`config.mk`:
```
export PLATFORM = sky130hd
export DESIGN_NAME = fir_mc
export DESIGN_NICKNAME = d
export VERILOG_FILES = /design/src/rtl/fir_mc.sv
export SDC_FILE = /design/constraint.sdc
export NUM_CORES = 2
export LEC_CHECK = 0
export ABC_AREA = 1
export CAP_MARGIN = 20
export CORE_ASPECT_RATIO = 1.5
export CORE_MARGIN = 2
export CORE_UTILIZATION = 66
export CTS_BUF_LIST = sky130_fd_sc_hd__clkbuf_4 sky130_fd_sc_hd__clkbuf_8
export DETAILED_ROUTE_END_ITERATION = 6
export PLACE_DENSITY = 0.88
export REMOVE_ABC_BUFFERS = 1
export SLEW_MARGIN = 20
export SYNTH_ARGS = -nofsm -noshare
export SYNTH_HDL_FRONTEND = slang
export SYNTH_SLANG_ARGS = --single-unit
```
`constraint.sdc`:
```
create_clock -name clock -period 29.5 [get_ports clock]
set_input_delay 7.375 -clock clock [delete_from_list [all_inputs] [get_ports clock]]
set_output_delay 7.375 -clock clock [all_outputs]
set_load 0.1 [all_outputs]
```
`src/rtl/fir_mc.sv`:
```
// ---------------------------------------------------------------------------
// fir_mc : time-multiplexed multi-channel FIR filter.
//
// One multiply-accumulator is shared by all channels. Each calculate strobe
// pushes one new sample into every channel's delay line. The channels are
// then filtered one after another. All channels use a single coefficient set,
// and that set can be rewritten at runtime.
//
// Ports
//   clock        rising-edge clock
//   reset        asynchronous, active-high
//   calculate    start strobe, sampled on the rising edge
//   data_in      packed samples, channel c at [c*WIDTH +: WIDTH]
//   coeff_we     coefficient write enable (accepted only while idle)
//   coeff_addr   tap index to write (ignored when >= TAPS)
//   coeff_data   signed Q1.(COEFF_WIDTH-1) coefficient
//   data_out     rounded and saturated filter output
//   out_channel  channel index belonging to data_out
//   data_good    one-cycle pulse marking data_out/out_channel valid
//   busy         high while a filter sequence is in progress
//   overrun      sticky, set when calculate arrives while busy
// ---------------------------------------------------------------------------
module fir_mc #(
  parameter int WIDTH       = 10,
  parameter int TAPS        = 20,
  parameter int CHANNELS    = 2,
  parameter int COEFF_WIDTH = 10,
  parameter int INIT        = 0
) (
  input  logic                                            clock,
  input  logic                                            reset,
  input  logic                                            calculate,
  input  logic [CHANNELS*WIDTH-1:0]                       data_in,
  input  logic                                            coeff_we,
  input  logic [$clog2(TAPS)-1:0]                         coeff_addr,
  input  logic [COEFF_WIDTH-1:0]                          coeff_data,
  output logic [WIDTH-1:0]                                data_out,
  output logic [((CHANNELS > 1) ? $clog2(CHANNELS) : 1)-1:0] out_channel,
  output logic                                            data_good,
  output logic                                            busy,
  output logic                                            overrun
);

  localparam int AW   = $clog2(TAPS);
  localparam int CHW  = (CHANNELS > 1) ? $clog2(CHANNELS) : 1;
  localparam int PW   = WIDTH + COEFF_WIDTH;
  // Sized so that summing TAPS full-scale products can never overflow.
  localparam int ACCW = WIDTH + COEFF_WIDTH + $clog2(TAPS);

  localparam logic [AW-1:0]  LAST_K   = AW'(TAPS - 1);
  localparam logic [AW-1:0]  K_ONE    = AW'(1);
  localparam logic [AW:0]    ADDR_LIM = (AW + 1)'(TAPS);
  localparam logic [CHW-1:0] LAST_CH  = CHW'(CHANNELS - 1);
  localparam logic [CHW-1:0] CH_ONE   = CHW'(1);

  // Half an output LSB, so that the shift rounds half up.
  localparam logic signed [ACCW:0] ROUND_C =
    {{(ACCW + 2 - COEFF_WIDTH){1'b0}}, 1'b1, {(COEFF_WIDTH - 2){1'b0}}};
  localparam logic signed [ACCW:0] SAT_MAX =
    {{(ACCW + 2 - WIDTH){1'b0}}, {(WIDTH - 1){1'b1}}};
  localparam logic signed [ACCW:0] SAT_MIN =
    {{(ACCW + 2 - WIDTH){1'b1}}, {(WIDTH - 1){1'b0}}};
  localparam logic signed [COEFF_WIDTH-1:0] IMPULSE_C =
    {1'b0, {(COEFF_WIDTH - 1){1'b1}}};
  localparam logic signed [COEFF_WIDTH-1:0] ZERO_C = {COEFF_WIDTH{1'b0}};

  typedef enum logic [1:0] {
    IDLE = 2'd0,
    MAC  = 2'd1,
    OUT  = 2'd2
  } state_t;

  state_t                   state_q, state_d;
  logic signed [ACCW-1:0]   acc_q, acc_d;
  logic [AW-1:0]            k_q, k_d;
  logic [CHW-1:0]           ch_q, ch_d;
  logic signed [WIDTH-1:0]  dline_q [CHANNELS][TAPS];
  logic signed [WIDTH-1:0]  dline_d [CHANNELS][TAPS];
  logic signed [COEFF_WIDTH-1:0] coeff_q [TAPS];
  logic signed [COEFF_WIDTH-1:0] coeff_d [TAPS];
  logic [WIDTH-1:0]         data_out_q, data_out_d;
  logic [CHW-1:0]           out_channel_q, out_channel_d;
  logic                     data_good_q, data_good_d;
  logic                     busy_q, busy_d;
  logic                     overrun_q, overrun_d;

  logic signed [WIDTH-1:0]       tap_s;
  logic signed [COEFF_WIDTH-1:0] coef_s;
  logic signed [PW-1:0]          prod_s;

  // Round half up, arithmetic shift back to sample scale, then clamp.
  function automatic logic signed [WIDTH-1:0] scale(input logic signed [ACCW-1:0] a);
    logic signed [ACCW:0] sum_s;
    logic signed [ACCW:0] shf_s;
    sum_s = {a[ACCW-1], a} + ROUND_C;
    shf_s = sum_s >>> (COEFF_WIDTH - 1);
    if (shf_s > SAT_MAX) begin
      scale = SAT_MAX[WIDTH-1:0];
    end else if (shf_s < SAT_MIN) begin
      scale = SAT_MIN[WIDTH-1:0];
    end else begin
      scale = shf_s[WIDTH-1:0];
    end
  endfunction

  // Operand select and product for the shared multiplier.
  always_comb begin
    tap_s  = dline_q[ch_q][k_q];
    coef_s = coeff_q[k_q];
    prod_s = tap_s * coef_s;
  end

  // Next-state, datapath and output computation.
  always_comb begin
    state_d       = state_q;
    acc_d         = acc_q;
    k_d           = k_q;
    ch_d          = ch_q;
    dline_d       = dline_q;
    coeff_d       = coeff_q;
    data_out_d    = data_out_q;
    out_channel_d = out_channel_q;
    data_good_d   = 1'b0;
    overrun_d     = overrun_q;

    case (state_q)
      IDLE: begin
        // A write in the same cycle as calculate lands at the start edge
        // and is therefore already used by this run's first MAC.
        if (coeff_we && ({1'b0, coeff_addr} < ADDR_LIM)) begin
          coeff_d[coeff_addr] = coeff_data;
        end else begin
          coeff_d = coeff_q;
        end
        if (calculate) begin
          for (int c = 0; c < CHANNELS; c++) begin
            for (int t = TAPS - 1; t > 0; t--) begin
              dline_d[c][t] = dline_q[c][t-1];
            end
            dline_d[c][0] = data_in[c*WIDTH +: WIDTH];
          end
          acc_d   = {ACCW{1'b0}};
          k_d     = {AW{1'b0}};
          ch_d    = {CHW{1'b0}};
          state_d = MAC;
        end else begin
          state_d = IDLE;
        end
      end
      MAC: begin
        acc_d = acc_q + {{(ACCW - PW){prod_s[PW-1]}}, prod_s};
        if (k_q == LAST_K) begin
          state_d = OUT;
        end else begin
          k_d = k_q + K_ONE;
        end
        if (calculate) begin
          overrun_d = 1'b1;
        end else begin
          overrun_d = overrun_q;
        end
      end
      OUT: begin
        data_out_d    = scale(acc_q);
        out_channel_d = ch_q;
        data_good_d   = 1'b1;
        acc_d         = {ACCW{1'b0}};
        k_d           = {AW{1'b0}};
        if (ch_q == LAST_CH) begin
          ch_d    = {CHW{1'b0}};
          state_d = IDLE;
        end else begin
          ch_d    = ch_q + CH_ONE;
          state_d = MAC;
        end
        if (calculate) begin
          overrun_d = 1'b1;
        end else begin
          overrun_d = overrun_q;
        end
      end
      default: begin
        state_d = IDLE;
      end
    endcase

    // busy is registered from the next state so it drops on the final OUT edge.
    busy_d = (state_d != IDLE);
  end

  // State, datapath and output registers.
  always_ff @(posedge clock or posedge reset) begin
    if (reset) begin
      state_q       <= IDLE;
      acc_q         <= {ACCW{1'b0}};
      k_q           <= {AW{1'b0}};
      ch_q          <= {CHW{1'b0}};
      data_out_q    <= {WIDTH{1'b0}};
      out_channel_q <= {CHW{1'b0}};
      data_good_q   <= 1'b0;
      busy_q        <= 1'b0;
      overrun_q     <= 1'b0;
      for (int c = 0; c < CHANNELS; c++) begin
        for (int t = 0; t < TAPS; t++) begin
          dline_q[c][t] <= {WIDTH{1'b0}};
        end
      end
      for (int t = 0; t < TAPS; t++) begin
        coeff_q[t] <= ((INIT == 1) && (t == 0)) ? IMPULSE_C : ZERO_C;
      end
    end else begin
      state_q       <= state_d;
      acc_q         <= acc_d;
      k_q           <= k_d;
      ch_q          <= ch_d;
      data_out_q    <= data_out_d;
      out_channel_q <= out_channel_d;
      data_good_q   <= data_good_d;
      busy_q        <= busy_d;
      overrun_q     <= overrun_d;
      dline_q       <= dline_d;
      coeff_q       <= coeff_d;
    end
  end

  assign data_out    = data_out_q;
  assign out_channel = out_channel_q;
  assign data_good   = data_good_q;
  assign busy        = busy_q;
  assign overrun     = overrun_q;

endmodule

```
==> results_dict.tcl <==
set metrics [dict create \
    status "finished clean" \
    hpwl_mm 56.9 \
    root_buffer "clkbuf_8" \
    area_growth_pct 6.76 \
    cts_inserted_buffers 95 \
    cts_resized 0 \
    ys_seq_elements 647 \
    cp_cell_sequence "clkdlybuf4s50_1, nand2_4, inv_8, buf_4, buf_4, o21ai_0" \
    row_count 104 \
    nets 4674 \
    tns_ps 0 \
    cp_data_required_time_ps 30040 \
    crit_top_cell "buf_4" \
    die_x_um 194 \
    drc_errors 0 \
    yosysSeqAreaShare_pct 45.3 \
    min_to "overrun" \
    end_kind "register" \
    start_kind "primary input" \
    arrival_ps 10650 \
    r2r_end "acc_q[24]" \
    synth_area_per_cell_um2 7.86 \
    start_util_pct 66.6 \
    rsz0062_at_grt "no" \
    crit_buf_inv 4 \
    cts_tree "yes" \
    vias_per_cell 5.91 \
    rr_worst_depth 40 \
    die_h_um 289 \
    finalSetupViolCount 0 \
    firstDrtPassIters 6 \
    hold_violations 0 \
    regToRegSetupSlack_ps 19610 \
    grt_pass1_vias 30400 \
    hold_buffers 0 \
    post-route-min-period_ps 10110 \
    io_buffers 52 \
    grt_max_degree 273 \
    antenna_found_initial 1 \
    cp_slowest_cell "buf_4" \
    path_clk_slew_ps 60 \
    synth_warnings 0 \
    postSynthCellCount 4545 \
    layout_common_cells "nand2_1, o21ai_0, dfrtp_1, inv_1, a21oi_1" \
    grt_overflow 0 \
    synth_edf_count 0 \
    globalplace.congestion 0.940 \
    crit_path_max_fanout 140 \
    clockBufferDepth 3 \
    ios 53 \
    slew_viol_final 0 \
    cts.sinks 647 \
    slew_headroom_pct 28.2 \
    clock_latency_ps 730 \
    core_um2 53600 \
    track_usage_pct 32.7 \
    cp_top_family "buffers and inverters" \
    cap_violations 0 \
    final.setup_skew_ps 37.7 \
    hp-start "overrun" \
    drtIter0Drc 3113 \
    tightest_slew_ps 1080 \
    crit_type "primary input to register" \
    drive_gt1_share_pct 5.89 \
    ant_nets 0 \
    final_core_util_pct 71.1 \
    hp-class "register to register" \
    final_common_cell "nand2_1" \
    cts_htree_levels 3 \
    slowest_delay_ps 830 \
    postCtsSetupRepairBufs 0 \
    fill_cells 4086 \
    dr_total_vias 30900 \
    totalWireLength_mm 89.8 \
    syn_area_um2 35700 \
    async_flop_share_pct 100 \
    wl_per_cell_um 17.2 \
    fmax_ghz 0.0990 \
    r2r_start "k_q[0]" \
    whs_path_depth 1 \
    synth_cell_types 55 \
    finalCritPeriodShare_pct 34.3 \
    ys.flop_type "dfrtp_1" \
    grt_pass1_wl_mm 149 \
    dieArea_um2 56000 \
]
[area by class of cell]
cell class	count	area [um^2]	area share [%]
Antenna cell	1	2.50	0.00656
Clock buffer	156	1930	5.06
Clock inverter	8	93.8	0.246
Inverter	458	1740	4.56
Multi-Input combinational cell	3177	16500	43.3
Sequential cell	647	16200	42.5
Tap cell	689	862	2.26
Timing Repair Buffer	85	810	2.12
[logic make-up (layout without fill, tap and decap cells)]
logic type	count (synthesis)	after routing	share of synthesized area, %
flip-flops	647	647	45.3
AO/OA/AOI/OAI	1164	1164	17.4
adder cells (fa/ha/maj)	171	171	7.95
buffers and inverters	721	707	8.52
AND/OR/NAND/NOR	1819	1819	20.2
XOR/XNOR	23	23	0.564
other	0	1	0
[Yosys cell counts (all sizes together) (6+ instances only)]
cell type / count / area share, %
nand2: 1326 / 14
o21ai: 739 / 10
dfrtp: 647 / 45
inv: 454 / 4.8
a21oi: 305 / 4.3
nor2: 293 / 3.1
nand3: 160 / 2.3
clkbuf: 144 / 1.5
buf: 119 / 2.2
fa: 93 / 5.2
ha: 78 / 2.7
o211ai: 66 / 1.5
o22ai: 23 / 0.46
xor2: 17 / 0.42
nand4: 16 / 0.28
nor3: 9 / 0.13
o21bai: 7 / 0.15
xnor2: 6 / 0.15
[layer usage]
metal	global-route usage, %	up-vias	part of all wire [%]
met5	0	-	0
met4	19.9	0	6.1
met3	5.47	334	6.8
met2	56.1	1260	49
met1	38.9	14800	38
li1	-	14500	-
[registers in the layout, summed over array words and instances (netlist names)]
name,count
acc_q,25
busy,1
ch_q,1
coeff_q,200
data_good,1
data_out,10
dline_q,400
k_q,5
out_channel,1
overrun,1
state_q,2
[how the worst max path moves through the flow]
| stage | startpoint | to | slack [ps] | cells after the start |
|---|---|---|---|---|
| 6_report | calculate | dline_q[386] | 19390 | 6 |
| 5_1_grt | k_q[0] | acc_q[24] | 19030 | 40 |
| 4_1_cts | calculate | dline_q[386] | 19510 | 6 |
| 3_5_place_dp | calculate | dline_q[366] | 18820 | 6 |
| 3_3_place_gp | calculate | dline_q[218] | 18890 | 6 |
| 2_1_floorplan | reset | acc_q[0] | 4000 | 1 |
[stage by stage]
stage,worst slack [ps],instance area [um^2],hold WS (ps),instances
floorplan,4000,34400,444,4282
global placement,18890,36100,439,5056
detailed placement,18820,36100,448,5056
CTS,19510,38100,462,5220
global route,19030,38100,481,5221
finish,19390,38100,460,5221
Power is not shown: default switching activity piles up to over one toggle a cycle in this logic, so the estimate is an artifact.
